File: src/rtl/mac_4bit_vec_seq.sv
// Upstream sequencer for the 4-bit MAC slice in the eFPGA math block.
// Accepts a valid/ready stream of operand/coefficient beats that form one dot-product vector.
// Drives the MAC control and data cycle by cycle, then captures the MAC result.
// The result is presented on a valid/ready port.
module mac_4bit_vec_seq #(
   parameter int MAX_LEN = 16,
   parameter int CNT_W   = 5
) (
   input  logic             MAC_ACC_CLK,
   input  logic             MAC_ACC_RST,
   input  logic             IN_VALID,
   output logic             IN_READY,
   input  logic [3:0]       IN_OPER,
   input  logic [3:0]       IN_COEF,
   input  logic             IN_LAST,
   input  logic [5:0]       CFG_OUT_SEL,
   input  logic             CFG_SAT,
   input  logic             CFG_TC,
   input  logic             CFG_RND,
   output logic [3:0]       MAC_OPER_DATA,
   output logic [3:0]       MAC_COEF_DATA,
   output logic             EFPGA_MATHB_CLK_EN,
   output logic             MAC_ACC_CLEAR,
   output logic             MAC_ACC_RND,
   output logic [5:0]       MAC_OUT_SEL,
   output logic             MAC_ACC_SAT,
   output logic             MAC_TC,
   input  logic [3:0]       MAC_OUT,
   output logic             RES_VALID,
   input  logic             RES_READY,
   output logic [3:0]       RES_DATA,
   output logic [CNT_W-1:0] RES_CNT,
   output logic             RES_OVF
);

   // RUN accepts beats; WAIT is the last beat's drive cycle; CAP samples MAC_OUT; HOLD presents the result.
   typedef enum logic [1:0] {
      ST_RUN  = 2'd0,
      ST_WAIT = 2'd1,
      ST_CAP  = 2'd2,
      ST_HOLD = 2'd3
   } state_t;

   state_t           state, state_nx;
   logic [CNT_W-1:0] count, count_nx, cnt_inc;
   logic             first, first_nx;
   logic             handshake;
   logic             ready_nx;
   logic [3:0]       oper_nx, coef_nx;
   logic             en_nx, clr_nx, rnd_nx;
   logic [5:0]       sel_nx;
   logic             sat_nx, tc_nx;
   logic             res_valid_nx, ovf_nx;
   logic [3:0]       res_data_nx;
   logic [CNT_W-1:0] res_cnt_nx;

   assign handshake = IN_VALID & IN_READY;
   assign cnt_inc   = count + {{(CNT_W-1){1'b0}}, 1'b1};

   // Next-state and next-output logic; every registered output holds unless a state acts on it.
   always_comb begin
      state_nx     = state;
      count_nx     = count;
      first_nx     = first;
      oper_nx      = MAC_OPER_DATA;
      coef_nx      = MAC_COEF_DATA;
      en_nx        = 1'b0;
      clr_nx       = 1'b0;
      rnd_nx       = 1'b0;
      sel_nx       = MAC_OUT_SEL;
      sat_nx       = MAC_ACC_SAT;
      tc_nx        = MAC_TC;
      res_valid_nx = RES_VALID;
      res_data_nx  = RES_DATA;
      res_cnt_nx   = RES_CNT;
      ovf_nx       = RES_OVF;
      case (state)
         ST_RUN: begin
            if (handshake) begin
               oper_nx  = IN_OPER;
               coef_nx  = IN_COEF;
               en_nx    = 1'b1;
               count_nx = cnt_inc;
               first_nx = 1'b0;
               // The first beat must select CLEAR or RND feedback: the MAC accumulator is never reset here.
               if (first) begin
                  sel_nx = CFG_OUT_SEL;
                  sat_nx = CFG_SAT;
                  tc_nx  = CFG_TC;
                  clr_nx = ~CFG_RND;
                  rnd_nx = CFG_RND;
               end else begin
                  clr_nx = 1'b0;
                  rnd_nx = 1'b0;
               end
               if (IN_LAST || (cnt_inc == CNT_W'(MAX_LEN))) begin
                  state_nx = ST_WAIT;
                  ovf_nx   = ~IN_LAST;
               end else begin
                  state_nx = ST_RUN;
               end
            end else begin
               en_nx = 1'b0;
            end
         end
         ST_WAIT: begin
            state_nx = ST_CAP;
         end
         ST_CAP: begin
            res_data_nx  = MAC_OUT;
            res_cnt_nx   = count;
            res_valid_nx = 1'b1;
            state_nx     = ST_HOLD;
         end
         ST_HOLD: begin
            if (RES_READY) begin
               res_valid_nx = 1'b0;
               count_nx     = {CNT_W{1'b0}};
               first_nx     = 1'b1;
               ovf_nx       = 1'b0;
               state_nx     = ST_RUN;
            end else begin
               state_nx = ST_HOLD;
            end
         end
         default: begin
            state_nx = ST_RUN;
         end
      endcase
      ready_nx = (state_nx == ST_RUN);
   end

   // State and output registers; synchronous reset clears every output and re-arms the first-beat flag.
   always_ff @(posedge MAC_ACC_CLK) begin
      if (MAC_ACC_RST) begin
         state              <= ST_RUN;
         count              <= {CNT_W{1'b0}};
         first              <= 1'b1;
         IN_READY           <= 1'b0;
         MAC_OPER_DATA      <= 4'h0;
         MAC_COEF_DATA      <= 4'h0;
         EFPGA_MATHB_CLK_EN <= 1'b0;
         MAC_ACC_CLEAR      <= 1'b0;
         MAC_ACC_RND        <= 1'b0;
         MAC_OUT_SEL        <= 6'h00;
         MAC_ACC_SAT        <= 1'b0;
         MAC_TC             <= 1'b0;
         RES_VALID          <= 1'b0;
         RES_DATA           <= 4'h0;
         RES_CNT            <= {CNT_W{1'b0}};
         RES_OVF            <= 1'b0;
      end else begin
         state              <= state_nx;
         count              <= count_nx;
         first              <= first_nx;
         IN_READY           <= ready_nx;
         MAC_OPER_DATA      <= oper_nx;
         MAC_COEF_DATA      <= coef_nx;
         EFPGA_MATHB_CLK_EN <= en_nx;
         MAC_ACC_CLEAR      <= clr_nx;
         MAC_ACC_RND        <= rnd_nx;
         MAC_OUT_SEL        <= sel_nx;
         MAC_ACC_SAT        <= sat_nx;
         MAC_TC             <= tc_nx;
         RES_VALID          <= res_valid_nx;
         RES_DATA           <= res_data_nx;
         RES_CNT            <= res_cnt_nx;
         RES_OVF            <= ovf_nx;
      end
   end

endmodule

File: config.mk
export PLATFORM = sky130hd
export DESIGN_NAME = mac_4bit_vec_seq
export DESIGN_NICKNAME = d
export VERILOG_FILES = /design/src/rtl/mac_4bit_vec_seq.sv
export SDC_FILE = /design/constraint.sdc
export NUM_CORES = 1
export LEC_CHECK = 0
export ABC_AREA = 1
export ABC_CLOCK_PERIOD_IN_PS = 3200
export BUFFER_PORTS_ARGS = -buffer_cell sky130_fd_sc_hd__buf_4
export CORE_ASPECT_RATIO = 1.4
export CORE_MARGIN = 2
export CORE_UTILIZATION = 51
export DETAILED_ROUTE_END_ITERATION = 7
export GPL_ROUTABILITY_DRIVEN = 0
export HOLD_SLACK_MARGIN = 0.02
export PLACE_DENSITY = 0.84
export SKIP_CTS_REPAIR_TIMING = 1
export SYNTH_ARGS = -nofsm -noshare
export SYNTH_HDL_FRONTEND = slang
export SYNTH_SLANG_ARGS = --single-unit
File: constraint.sdc
create_clock -name MAC_ACC_CLK -period 3.2 [get_ports MAC_ACC_CLK]
set_input_delay 0.16 -clock MAC_ACC_CLK [delete_from_list [all_inputs] [get_ports MAC_ACC_CLK]]
set_output_delay 0.16 -clock MAC_ACC_CLK [all_outputs]
set_load 0.05 [all_outputs]
# --- Yosys cells after proc, flatten, opt, wreduce, memory -nomap -nowiden ---
# Index checks and enable logic that the tools add are counted.
totals:
  reg_bits: 39
  latch_bits: 0
  ramBits: 0
  mem_bits_ro: 0
  in_bits: 26
  out_inout_bits: 31
  elab_cells: 58
  mem_count: 0
classes:
  add_sub_neg: 1
  multipliers: 0
  n_div: 0
  magnitude_cmp: 0
  n_eq_ne: 7
  shift: 0
  muxes: 16
  bitwise: 6
  reduce_logical: 12
op_table:
  columns: ["op", "n"]
  rows:
  - ["5-bit 2-to-1 mux", 2]
  - ["5-bit case mux with 2 select lines", 1]
  - ["2-bit case mux with 4 select lines", 1]
  - ["1-bit 2-to-1 mux", 7]
  - ["2-bit inequality test (second input constant)", 3]
  - ["1-bit case mux with 2 select lines", 3]
  - ["3-bit AND reduction", 2]
  - ["5-bit by 1-bit adder with 5-bit output (second input constant)", 1]
  - ["5-bit equality test (second input constant)", 1]
  - ["1-bit NOT", 5]
  - ["2-bit equality test (second input constant)", 2]
  - ["2-bit zero test", 2]
  - ["2-bit 2-to-1 mux", 2]
  - ["2-bit AND reduction", 2]
  - ["4-bit AND reduction", 1]
  - ["2-bit nonzero test", 2]
  - ["4-bit OR reduction", 1]
  - ["2-bit by 1-bit equality test with 1-bit output (second input constant)", 1]
  - ["2-bit OR reduction", 1]
  - ["1-bit AND", 1]
  - ["1-bit logical OR", 1]

# --- Longest topological paths before layout ---
# Gate-level depths: netlist of run 1.
depth:
  depth_word: 7
  ltp_mapped: 11
  depth_no_buf: 11

# --- Worst setup path after synthesis of run 1 ---
# OpenSTA, ideal clock, no wires.
synth_timing:
  path_kind: "flip-flop to flip-flop"
  start: "register IN_READY"
  end: "register MAC_ACC_SAT"
  arrival_time_ps: 1443
  t_required_ps: 3084
  slack_ps: 1640
  stages_incl_launch_ff: 8
  path_cell_list: "dfxtp_1 > nand2_1 > nor2_8 > inv_6 > nor2_8 > inv_4 > nor2_1 > nor2_1"
synth_between:
  elab_chain_len: 2
synth_lines:
  columns: ["element", "line_no", "source"]
  rows:
  - ["from (decl)", "12", "output logic IN_READY,"]
  - ["from (signal assigned)", "156", "IN_READY <= ready_nx;"]
  - ["1-bit AND", "57", "assign handshake = IN_VALID & IN_READY;"]
  - ["3-bit AND reduction (no source line)", null, null]
  - ["to (signal assigned)", "163", "MAC_ACC_SAT <= sat_nx;"]
  - ["to (decl)", "26", "output logic MAC_ACC_SAT,"]
# No other way between the ends.
# A chain may end at the register's enable or synchronous reset.

# --- Worst setup path after layout of run 1 ---
layout_timing:
  start: "register state[1]"
  end: "register RES_CNT[2]"
layout_between:
  elab_chain_len: 1
layout_lines:
  columns: ["element", "line_no", "source"]
  rows:
  - ["from (decl)", "44", "state_t state, state_nx;"]
  - ["from (signal assigned)", "153", "state <= state_nx;"]
  - ["2-bit equality test", "77", "case (state)"]
  - ["to (signal assigned)", "150", "RES_CNT <= {CNT_W{1'b0}};"]
  - ["to (signal assigned)", "167", "RES_CNT <= res_cnt_nx;"]
  - ["to (decl)", "32", "output logic [CNT_W-1:0] RES_CNT,"]
# No other way between the ends.

==> key figures, run 1 <==
Detailed routing
  • First-pass DRT Iterations: 4
  • DRT Wirelength: 3434 um
  • Avg WL per Cell: 12.09 um
  • Remaining DRCs: 0
  • ANT nets after route: 0
  • DRT iter0 DRCs: 38
  • Vias after detailed routing: 1,425
  • Vias per inst: 5.018

Clock network
  • CTS tree: built
  • Clock Tree Buf Depth: 2
  • Clock Latency Late Sink: 290 ps
  • CTS clk-pin slew, worst paths: 80 ps
  • CTS buffer count: 5
  • Htree depth: 2
  • Sink Count: 39
  • Root buf cell: clkbuf_8

Timing
  • Setup TNS: 0 ps
  • Final setup fails: 0
  • Max Clk Rate: 616.0 MHz
  • RSZ-0062 raised after global routing: no
  • Relative slew margins: 51.64%
  • Slew @ Worst Pin: 722.7 ps
  • Slew Viols, Final: 0
  • Clk_skew: 7.825 ps
  • Final WS setup: 1577 ps
  • Min Clock Period, post-route: 1623 ps
  • Hold Vio Cnt, Final: 0
  • Tcrit/Tclk final: 50.73%

Layout
  • Filler cells: 242
  • Nets: 273
  • Layout cells sized above 1: 29.15%
  • Area grow syn2layout: 36.09%
  • Cell area after layout: 2038 sq um
  • Antenna Cells: 0
  • Multi-input gate area: 610.6 sq um
  • Storage element area: 780.7 sq um

Setup path
  • CP max stage delay: 550 ps
  • Most used cell, CP: nor2_1
  • Worst Path Arrival: 1800 ps
  • Crit end category: flip-flop
  • Crit path to: RES_CNT[2]$_SDFFE_PP0P_
  • Worst setup SP type: flip-flop
  • Reg-to-Reg Start: state[1]$_SDFF_PP0_
  • Worst Reg-to-Reg Cells: 5
  • Worst R2R End: RES_CNT[2]$_SDFFE_PP0P_
  • CP Cell Sequence: inv_1 -> nor2_1 -> inv_1 -> nor2_1 -> nor2_1
  • Crit Path Class: reg2reg
  • Critical path depth: 5
  • Worst path top cell family by delay: simple AND/OR/NAND/NOR gates
  • Crit Path Max Fanout: 15
  • Flop-to-flop setup slack: 1580 ps
  • Worst Setup SP: state[1]$_SDFF_PP0_
  • Crit path buf inv count: 2
  • Worst path slowest cell: nor2_1
  • Worst Path Required: 3380 ps

Place
  • HPWL Detailed: 2446 um
  • Area after DPL: 1926 sq um
  • Place WS: 1630 ps
  • IO buf count: 56

Yosys
  • Synth warn: 0
  • Synth Register Bits: 39
  • Syn_area_per_cell: 7.883 sq um
  • Syn_nets: 217
  • Mapped Area: 1498 sq um
  • Count of different cell masters after synthesis: 23
  • Sequential fraction of the synthesis area: 52.13%
  • Gate Count Post-Synth: 190

Floorplanning
  • Die Ht: 68.12 um
  • CORE AREA: 2820 sq um
  • Starting Density: 53.11%
  • Number of cell rows: 23
  • I/O pin cnt: 57
  • Die area: 3392 sq um
  • Die width: 49.80 um

Flow run
  • Max cap viols: 0

Pwr
  • P_leak: 1.011 nW
  • VDD IR-drop max: 0.4577 mV
  • PD cells: 683.0 nW/um^2

Global route
  • Vias in the first global route: 1,296
  • Initial antenna violation count: 0
  • First-pass GRT wire length: 5554 um
  • Largest net degree at the start of global routing: 31
  • Tot GR Track Use: 21.89%
  • Global route overflow: 0

Status
  • Status: finished, final reports clean

Min path
  • Hold crit path type: in2reg
[how the worst min path moves through the flow]
stage | from | to | cells after the start
after CTS | CFG_RND | MAC_ACC_CLEAR$_SDFF_PP0_ | 2
after global routing | CFG_RND | MAC_ACC_CLEAR$_SDFF_PP0_ | 2
after detailed placement | CFG_RND | MAC_ACC_CLEAR$_SDFF_PP0_ | 2
after global placement | CFG_RND | MAC_ACC_CLEAR$_SDFF_PP0_ | 2
final | CFG_RND | MAC_ACC_CLEAR$_SDFF_PP0_ | 2
after floorplan | CFG_RND | MAC_ACC_CLEAR$_SDFF_PP0_ | 1
[cells by family (layout without fill, tap and decap cells)]
group                      count (synthesis)  in the layout  synth area share, %
AOI/OAI and AO/OA                         42             42                14.54
buffers and inverters                     23             80                7.101
and+or+nand+nor                           85             85                25.40
adders and majority gates                  1              1               0.8353
DFF                                       39             39                52.13
[state kept, by name, indices dropped and copies added, names as in the netlist, 2 cells and up]
| register | cells |
|---|---|
| count | 5 |
| state | 2 |
| MAC_OPER_DATA | 4 |
| MAC_OUT_SEL | 6 |
| RES_DATA | 4 |
| RES_CNT | 5 |
| MAC_COEF_DATA | 4 |
[layout make-up]
cell class | instances | share of cell area (%)
Clock buffer | 5 | 3.376
Tap cell | 37 | 2.271
Inverter | 16 | 3.315
Clock inverter | 3 | 2.149
Multi-Input combinational cell | 128 | 29.96
Sequential cell | 39 | 38.31
Timing Repair Buffer | 56 | 20.63
[routing by layer]
metal | share of wire, % | up-vias | GRT usage (%)
li1 | - | 723 | -
met1 | 39 | 664 | 23.66
met2 | 55 | 30 | 39.33
met3 | 3.4 | 8 | 3.930
met4 | 2.3 | 0 | 14.24
met5 | 0 | - | 0
[through the flow]
stage               instances  total power, W  utilization (%)  hold slack, ps
CTS                       284        0.001403            72.27           18.08
global route              284        0.001450            72.27           21.28
global placement          276       0.0009916            68.28           336.6
detailed placement        276       0.0009991            68.28           336.0
floorplan                 190       0.0008725                -           230.9
finish                    284        0.001392            72.27           25.23
[cells in the final DEF, fill, tap and decap left out]
cell / count
clkinv_4: 1
inv_6: 1
nor3_2: 1
bufinv_16: 1
dfxtp_1: 39
clkinv_2: 1
nand3_1: 5
ha_1: 1
o211ai_1: 1
nor2_4: 1
clkbuf_8: 5
buf_4: 56
inv_1: 13
o21bai_1: 1
nor2_1: 52
nand2_1: 21
nor2_8: 2
o31ai_1: 1
inv_4: 1
and3_2: 1
inv_2: 1
a21oi_1: 11
o21ai_0: 28
nand4_1: 2
[power by group]
group,leakage (nW),internal (W),switching (W)
Clock,0.0581,0.000232,0.000172
Combinational,0.634,0.000124,0.000290
Sequential,0.318,0.000542,0.0000326
[cell usage after synthesis]
cell type   n  area, sq um
inv_1      13        48.80
nand4_1     2        12.51
a21oi_1    11        55.05
buf_1       1        3.750
nor2_8      2        40.04
o211ai_1    1        7.510
ha_1        1        12.51
clkbuf_1    2        7.510
inv_2       1        3.750
and3_2      1        7.510
buf_2       1        5.000
dfxtp_1    39        780.8
nor2_4      1        11.26
o21ai_0    28        140.1
nand2_1    21        78.83
nor3_2      1        10.01
inv_6       1        8.760
nand3_1     5        25.02
o31ai_1     1        7.510
inv_4       1        6.260
buf_4       3        22.52
nor2_1     52        195.2
o21bai_1    1        7.510
Note: power is estimated with default switching activity, not from simulation.
==> run 2, diff against run 1 <==
--- a/config.mk
+++ b/config.mk
@@ -6,15 +6,15 @@
 export NUM_CORES = 1
 export LEC_CHECK = 0
 export ABC_AREA = 1
-export ABC_CLOCK_PERIOD_IN_PS = 3200
+export ABC_CLOCK_PERIOD_IN_PS = 1700
 export BUFFER_PORTS_ARGS = -buffer_cell sky130_fd_sc_hd__buf_4
 export CORE_ASPECT_RATIO = 1.4
 export CORE_MARGIN = 2
-export CORE_UTILIZATION = 51
+export CORE_UTILIZATION = 47
 export DETAILED_ROUTE_END_ITERATION = 7
 export GPL_ROUTABILITY_DRIVEN = 0
 export HOLD_SLACK_MARGIN = 0.02
-export PLACE_DENSITY = 0.84
+export PLACE_DENSITY = 0.78
 export SKIP_CTS_REPAIR_TIMING = 1
 export SYNTH_ARGS = -nofsm -noshare
 export SYNTH_HDL_FRONTEND = slang
==> constraint.sdc (replaced) <==
create_clock -name MAC_ACC_CLK -period 1.7 [get_ports MAC_ACC_CLK]
set_input_delay 0.085 -clock MAC_ACC_CLK [delete_from_list [all_inputs] [get_ports MAC_ACC_CLK]]
set_output_delay 0.085 -clock MAC_ACC_CLK [all_outputs]
set_load 0.05 [all_outputs]
==> run 2 against run 1 <==
Setup slack got worse by 1300 ps. Register-to-register slack got worse by 1300 ps. Maximum frequency increased by 13%. Sequential power is 88% higher. Die area increased by 7.9%. Hold slack worse by 9.9 ps. Sequential share of layout area down 0.72 points. Global-route usage fell by 1.7 points.
==> key figures, run 2 (synthesized netlist as in run 1, its figures left out) <==
Floorplanning
  • CORE AREA: 3093 sq um (+9.7%)
  • Die area: 3661 sq um (+7.9%)
  • Number of cell rows: 24 (+4.3%)
  • Die width: 51.71 um (+3.8%)
  • I/O pin cnt: 57 (unchanged)
  • Die Ht: 70.79 um (+3.9%)
  • Starting Density: 48.42% (-4.7 points)

Detailed routing
  • Remaining DRCs: 0 (unchanged)
  • DRT iter0 DRCs: 41 (+7.9%)
  • DRT Wirelength: 3316 um (-3.4%)
  • ANT nets after route: 0 (unchanged)
  • First-pass DRT Iterations: 4 (unchanged)
  • Vias per inst: 4.743 (-5.5%)
  • Avg WL per Cell: 11.36 um (-6.1%)
  • Vias after detailed routing: 1,385 (-2.8%)

Global route
  • Tot GR Track Use: 20.24% (-1.7 points)
  • First-pass GRT wire length: 5547 um (-0.13%)
  • Initial antenna violation count: 0 (unchanged)
  • Largest net degree at the start of global routing: 19 (-39%)
  • Vias in the first global route: 1,344 (+3.7%)
  • Global route overflow: 0 (unchanged)

Timing
  • Slew Viols, Final: 0 (unchanged)
  • Final setup fails: 0 (unchanged)
  • Slew @ Worst Pin: 369.4 ps (-353.3 ps)
  • Min Clock Period, post-route: 1432 ps (-191.3 ps)
  • Relative slew margins: 75.35% (+24 points)
  • Tightest hold margin: 15.34 ps (-9.892 ps)
  • Hold Vio Cnt, Final: 0 (unchanged)
  • RSZ-0062 raised after global routing: no
  • Clk_skew: 3.556 ps (-4.270 ps)
  • Tcrit/Tclk final: 84.24% (+34 points)
  • Setup TNS: 0 ps (unchanged)
  • Max Clk Rate: 698.3 MHz (+13%)

Clock network
  • Sink Count: 39 (unchanged)
  • Clock Latency Late Sink: 290 ps (about the same)
  • CTS clk-pin slew, worst paths: 70 ps (about the same)
  • Htree depth: 2 (unchanged)
  • Root buf cell: clkbuf_8
  • CTS tree: built
  • CTS buffer count: 5 (unchanged)
  • Clock Tree Buf Depth: 2 (unchanged)

Pwr
  • Clock share of power: 23.9% (-5.1 points)
  • Net Sw Frac: 36.70% (+1.2 points)
  • VDD IR-drop max: 0.8770 mV (+92%)
  • P_leak: 1.027 nW (+1.5%)
  • Power share of the combinational group: 32.2% (+2.5 points)
  • Int Pwr: 0.001555 W (+73%)
  • Seq pwr share: 43.9% (+2.6 points)
  • Psw: 0.0009016 W (+82%)
  • PD cells: 1183 nW/um^2 (+73%)

Setup path
  • Worst Setup SP: state[0]$_SDFF_PP0_
  • Worst R2R End: MAC_OUT_SEL[3]$_SDFFE_PP0P_
  • Flop-to-flop setup slack: 270 ps (-1310 ps)
  • Crit Path Class: reg2reg
  • Worst setup SP type: flip-flop
  • Worst Path Arrival: 1610 ps (-190 ps)
  • Worst Path Required: 1880 ps (-1500 ps)
  • Reg-to-Reg Start: state[0]$_SDFF_PP0_
  • Crit end category: flip-flop
  • Worst Reg-to-Reg Cells: 8 (+3)
  • Crit path to: MAC_OUT_SEL[3]$_SDFFE_PP0P_
  • Crit Path Max Fanout: 17 (+2)

Status
  • Status: finished, final reports clean

Min path
  • Hold crit path type: in2reg

Layout
  • Antenna Cells: 0 (unchanged)
  • Commonest non-fill, non-tap cell in the layout: buf_4
  • Area grow syn2layout: 38.68%
  • Largest register FFs: 6 (unchanged)
  • Nets: 279 (+2.2%)
  • Multi-input gate area: 610.6 sq um (unchanged)
  • Commonest non-fill, non-tap cells in the layout: 57 x buf_4, 52 x nor2_1, 39 x dfxtp_1
  • Register name with the most flops: MAC_OUT_SEL
  • Filler cells: 273 (+13%)
  • Layout cells sized above 1: 28.46% (-0.69 points)
  • Largest regs: MAC_OUT_SEL: 6 flops, RES_CNT: 5 flops, count: 5 flops
  • Storage element area: 780.7 sq um (unchanged)

Place
  • HPWL Detailed: 2374 um (-2.9%)
  • IO buf count: 56 (unchanged)

Flow run
  • Max cap viols: 0 (unchanged)
-- run 2: cell count changes in the layout (fill, tap and decap cells not counted) --
cell           delta
bufinv_16         -1
buf_12            +1
clkinv_4          -1
clkbuf_1          +2
dlygate4sd3_1     +4
buf_4             +1
-- run 2: through the flow --
step | instances | setup slack [ps] | instance area, sq um | utilization [%] | power [W]
floorplan | 190 | 140.3 | 1498 | - | 0.001642
global placement | 280 | 293.9 | 1956 | 63.23 | 0.001876
detailed placement | 280 | 291.8 | 1956 | 63.23 | 0.001885
CTS | 288 | 266.1 | 2037 | 65.86 | 0.002482
global route | 292 | 72.77 | 2077 | 67.15 | 0.002592
finish | 292 | 268.0 | 2077 | 67.15 | 0.002457
-- run 2: worst min path at each step --
stage,startpoint,end,slack [ps],depth (start not counted)
finish,MAC_OUT[0],RES_DATA[0]$_SDFFE_PP0P_,20,3
global route,CFG_OUT_SEL[4],MAC_OUT_SEL[4]$_SDFFE_PP0P_,20,3
CTS,CFG_RND,MAC_ACC_CLEAR$_SDFF_PP0_,-60,2
detailed placement,CFG_RND,MAC_ACC_CLEAR$_SDFF_PP0_,260,2
global placement,CFG_RND,MAC_ACC_CLEAR$_SDFF_PP0_,260,2
floorplan,CFG_RND,MAC_ACC_CLEAR$_SDFF_PP0_,160,1
-- run 2: worst max-delay path, stage by stage, from the launching register on --
cell     delay (ps)
dfxtp_1         340
nor2_4          160
inv_2            80
nor2_8          220
inv_6            90
nor2_8          150
inv_4            80
nor2_1          120
nor2_1           70
-- run 2: cell type report --
class | instances | area share, %
Tap cell | 39 | 2.349
Sequential cell | 39 | 37.59
Clock buffer | 7 | 3.675
Inverter | 16 | 3.253
Multi-Input combinational cell | 128 | 29.40
Clock inverter | 1 | 0.2410
Timing Repair Buffer | 62 | 23.49
-- run 2: metal layers --
metal | track usage, % | vias to the layer above | wire length [um]
met3 | 8.650 | 6 | 179
met1 | 21.27 | 619 | 1287
li1 | - | 732 | -
met4 | 8.772 | 0 | 42
met5 | 0 | - | 0
met2 | 34.47 | 28 | 1805
-- run 2: power groups by stage --
stage	Combinational (W)	Clock, W	Sequential [W]
global route	0.000857	0.000646	0.00109
CTS	0.000791	0.000612	0.00108
global placement	0.000780	0	0.00110
finish	0.000791	0.000587	0.00108
detailed placement	0.000788	0	0.00110
floorplan	0.000231	0	0.00141
==> run 3, diff against run 2 <==
--- a/config.mk
+++ b/config.mk
@@ -6,7 +6,7 @@
 export NUM_CORES = 1
 export LEC_CHECK = 0
 export ABC_AREA = 1
-export ABC_CLOCK_PERIOD_IN_PS = 1700
+export ABC_CLOCK_PERIOD_IN_PS = 1500
 export BUFFER_PORTS_ARGS = -buffer_cell sky130_fd_sc_hd__buf_4
 export CORE_ASPECT_RATIO = 1.4
 export CORE_MARGIN = 2
==> constraint.sdc (replaced) <==
create_clock -name MAC_ACC_CLK -period 1.5 [get_ports MAC_ACC_CLK]
set_input_delay 0.075 -clock MAC_ACC_CLK [delete_from_list [all_inputs] [get_ports MAC_ACC_CLK]]
set_output_delay 0.075 -clock MAC_ACC_CLK [all_outputs]
set_load 0.05 [all_outputs]
==> run 3 against run 2 <==
Global-route usage is 1.3 points lower. Highest routed layer unchanged. Clock-buffer cell count is 1 lower. Critical path type unchanged. Sequential share of layout area is 0.92 points lower. Setup slack worse by 94 ps.
==> key figures, run 3 (synthesized netlist as in run 1, its figures left out) <==
Setup path
  • CP Cell Sequence: ha_2 -> nand3_1 -> nand2_1 -> nand2_1 -> nand3_1 -> nand2_1 -> nand2_1 -> nand2_1 -> a21oi_1 -> nor2_1
  • Worst Reg-to-Reg Cells: 10 (+2)
  • Most used cell, CP: nand2_1
  • Crit Path Class: reg2reg
  • Critical path depth: 10 (+2)
  • Crit end category: flip-flop
  • Worst Path Required: 1680 ps (-200 ps)
  • Worst path slowest cell: dfxtp_2
  • Flop-to-flop setup slack: 170 ps (-90 ps)
  • Worst path top cell family by delay: simple AND/OR/NAND/NOR gates
  • Crit Path Max Fanout: 6 (-11)
  • Worst setup SP type: flip-flop
  • Worst R2R End: RES_OVF$_SDFFE_PP0P_
  • Crit path buf inv count: 0 (-3)
  • Worst Path Arrival: 1510 ps (-100 ps)
  • Reg-to-Reg Start: count[0]$_SDFFE_PP0P_
  • CP max stage delay: 370 ps (+30 ps)

Clock network
  • Root buf cell: clkbuf_8
  • Clock Tree Buf Depth: 2 (unchanged)
  • CTS tree: built
  • CTS buffer count: 5 (unchanged)
  • Sink Count: 39 (unchanged)
  • Clock Latency Late Sink: 280 ps (about the same)
  • CTS clk-pin slew, worst paths: 70 ps (about the same)
  • Htree depth: 2 (unchanged)

Detailed routing
  • ANT nets after route: 0 (unchanged)
  • Vias after detailed routing: 1,420 (+2.5%)
  • First-pass DRT Iterations: 4 (unchanged)
  • Vias per inst: 4.830 (+1.8%)
  • DRT iter0 DRCs: 30 (-27%)
  • Avg WL per Cell: 11.26 um (-0.89%)
  • DRT Wirelength: 3309 um (-0.21%)
  • Remaining DRCs: 0 (unchanged)

Timing
  • Setup TNS: 0 ps (unchanged)
  • Hold Vio Cnt, Final: 0 (unchanged)
  • Clk_skew: 4.326 ps (+0.7702 ps)
  • Final WS setup: 173.5 ps (-94.45 ps)
  • Tcrit/Tclk final: 88.43% (+4.2 points)
  • RSZ-0062 raised after global routing: no
  • Relative slew margins: 76.48% (+1.1 points)
  • Slew Viols, Final: 0 (unchanged)
  • Final setup fails: 0 (unchanged)
  • Max Clk Rate: 753.9 MHz (+8.0%)
  • Min Clock Period, post-route: 1326 ps (-105.5 ps)
  • Slew @ Worst Pin: 352.4 ps (-17.01 ps)

Floorplanning
  • Die Ht: 70.79 um (unchanged)
  • I/O pin cnt: 57 (unchanged)
  • Die width: 51.71 um (unchanged)
  • Number of cell rows: 24 (unchanged)
  • Starting Density: 48.42% (unchanged)
  • Die area: 3661 sq um (unchanged)
  • CORE AREA: 3093 sq um (unchanged)

Min path
  • Hold endpoint: MAC_TC$_SDFFE_PP0P_
  • Hold Path Depth: 3 (unchanged)
  • Hold crit path type: in2reg
  • Hold Crit Start: CFG_TC

Place
  • IO buf count: 56 (unchanged)
  • Place WS: 134.9 ps (-156.9 ps)
  • HPWL Detailed: 2371 um (-0.10%)

Layout
  • Largest regs: MAC_OUT_SEL: 6 flops, RES_CNT: 5 flops, count: 5 flops
  • Nets: 281 (+0.72%)
  • Commonest non-fill, non-tap cell in the layout: buf_4
  • Layout cells sized above 1: 30.59% (+2.1 points)
  • Antenna Cells: 0 (unchanged)
  • Commonest non-fill, non-tap cells in the layout: 59 x buf_4, 52 x nor2_1, 36 x dfxtp_1
  • Register name with the most flops: MAC_OUT_SEL
  • Area grow syn2layout: 42.86%
  • Largest register FFs: 6 (unchanged)

Global route
  • Vias in the first global route: 1,259 (-6.3%)
  • Largest net degree at the start of global routing: 17 (-2)
  • Initial antenna violation count: 0 (unchanged)
  • Tot GR Track Use: 18.93% (-1.3 points)
  • Global route overflow: 0 (unchanged)
  • First-pass GRT wire length: 5257 um (-5.2%)

Pwr
  • P_leak: 1.053 nW (+2.6%)
  • PD cells: 1469 nW/um^2 (+24%)
  • VDD IR-drop max: 1.231 mV (+40%)

Flow run
  • Max cap viols: 0 (unchanged)

Status
  • Status: finished, final reports clean
-- run 3: changes by cell type in the layout (fill, tap and decap cells not counted) --
cell | before | now
buf_4 | 57 | 59
clkinv_2 | 1 | 0
dfxtp_2 | 0 | 3
buf_12 | 1 | 0
ha_1 | 1 | 0
bufinv_16 | 0 | 2
dlygate4sd3_1 | 4 | 5
ha_2 | 0 | 1
dfxtp_1 | 39 | 36
clkbuf_1 | 2 | 1
-- run 3: metal layers --
layer / global-route usage (%) / up-vias / routed length, um / share of wire (%)
met5: 0 / - / 0 / 0
li1: - / 736 / - / -
met3: 4.852 / 2 / 198 / 6.0
met1: 21.62 / 635 / 1298 / 39
met2: 33.19 / 47 / 1778 / 54
met4: 7.018 / 0 / 34 / 1.0
-- run 3: worst max-delay path by stage --
stage,to,slack (ps),startpoint
floorplan,MAC_ACC_SAT$_SDFFE_PP0P_,150,IN_READY$_SDFF_PP0_
global placement,RES_OVF$_SDFFE_PP0P_,160,count[0]$_SDFFE_PP0P_
detailed placement,RES_OVF$_SDFFE_PP0P_,130,count[0]$_SDFFE_PP0P_
CTS,RES_OVF$_SDFFE_PP0P_,110,count[0]$_SDFFE_PP0P_
global route,RES_OVF$_SDFFE_PP0P_,30,count[0]$_SDFFE_PP0P_
finish,RES_OVF$_SDFFE_PP0P_,170,count[0]$_SDFFE_PP0P_
-- run 3: layout make-up --
class | count | area [sq um]
Clock buffer | 6 | 72.57
Clock inverter | 2 | 60.06
Fill cell | 278 | 953.4
Inverter | 16 | 67.56
Multi-Input combinational cell | 128 | 613.1
Sequential cell | 39 | 784.5
Tap cell | 39 | 48.80
Timing Repair Buffer | 64 | 493.0
-- run 3: power by group --
part	leakage (nW)	total [W]	internal, W	switching [W]
Clock	0.0654	0.00102	0.000665	0.000353
Sequential	0.319	0.00122	0.00116	0.0000657
Combinational	0.668	0.000902	0.000284	0.000618
Total	1.05	0.00314	0.00211	0.00104
-- run 3: stage by stage --
step	total power, W	util [%]	hold slack, ps	instances	area, sq um
global route	0.003271	69.17	21.13	294	2140
detailed placement	0.002141	63.11	246.9	281	1952
global placement	0.002130	63.11	246.3	281	1952
finish	0.003143	69.17	10.17	294	2140
floorplan	0.001863	-	145.9	190	1499
CTS	0.003153	67.39	-59.16	289	2085
-- run 3: worst register-to-register path: cells and delay by family, from the launching register on --
kind / cells / cell delay, ps
adder cells (fa/ha/maj): 1 / 210
AO/OA/AOI/OAI: 1 / 130
flip-flops: 1 / 370
AND/OR/NAND/NOR: 8 / 530
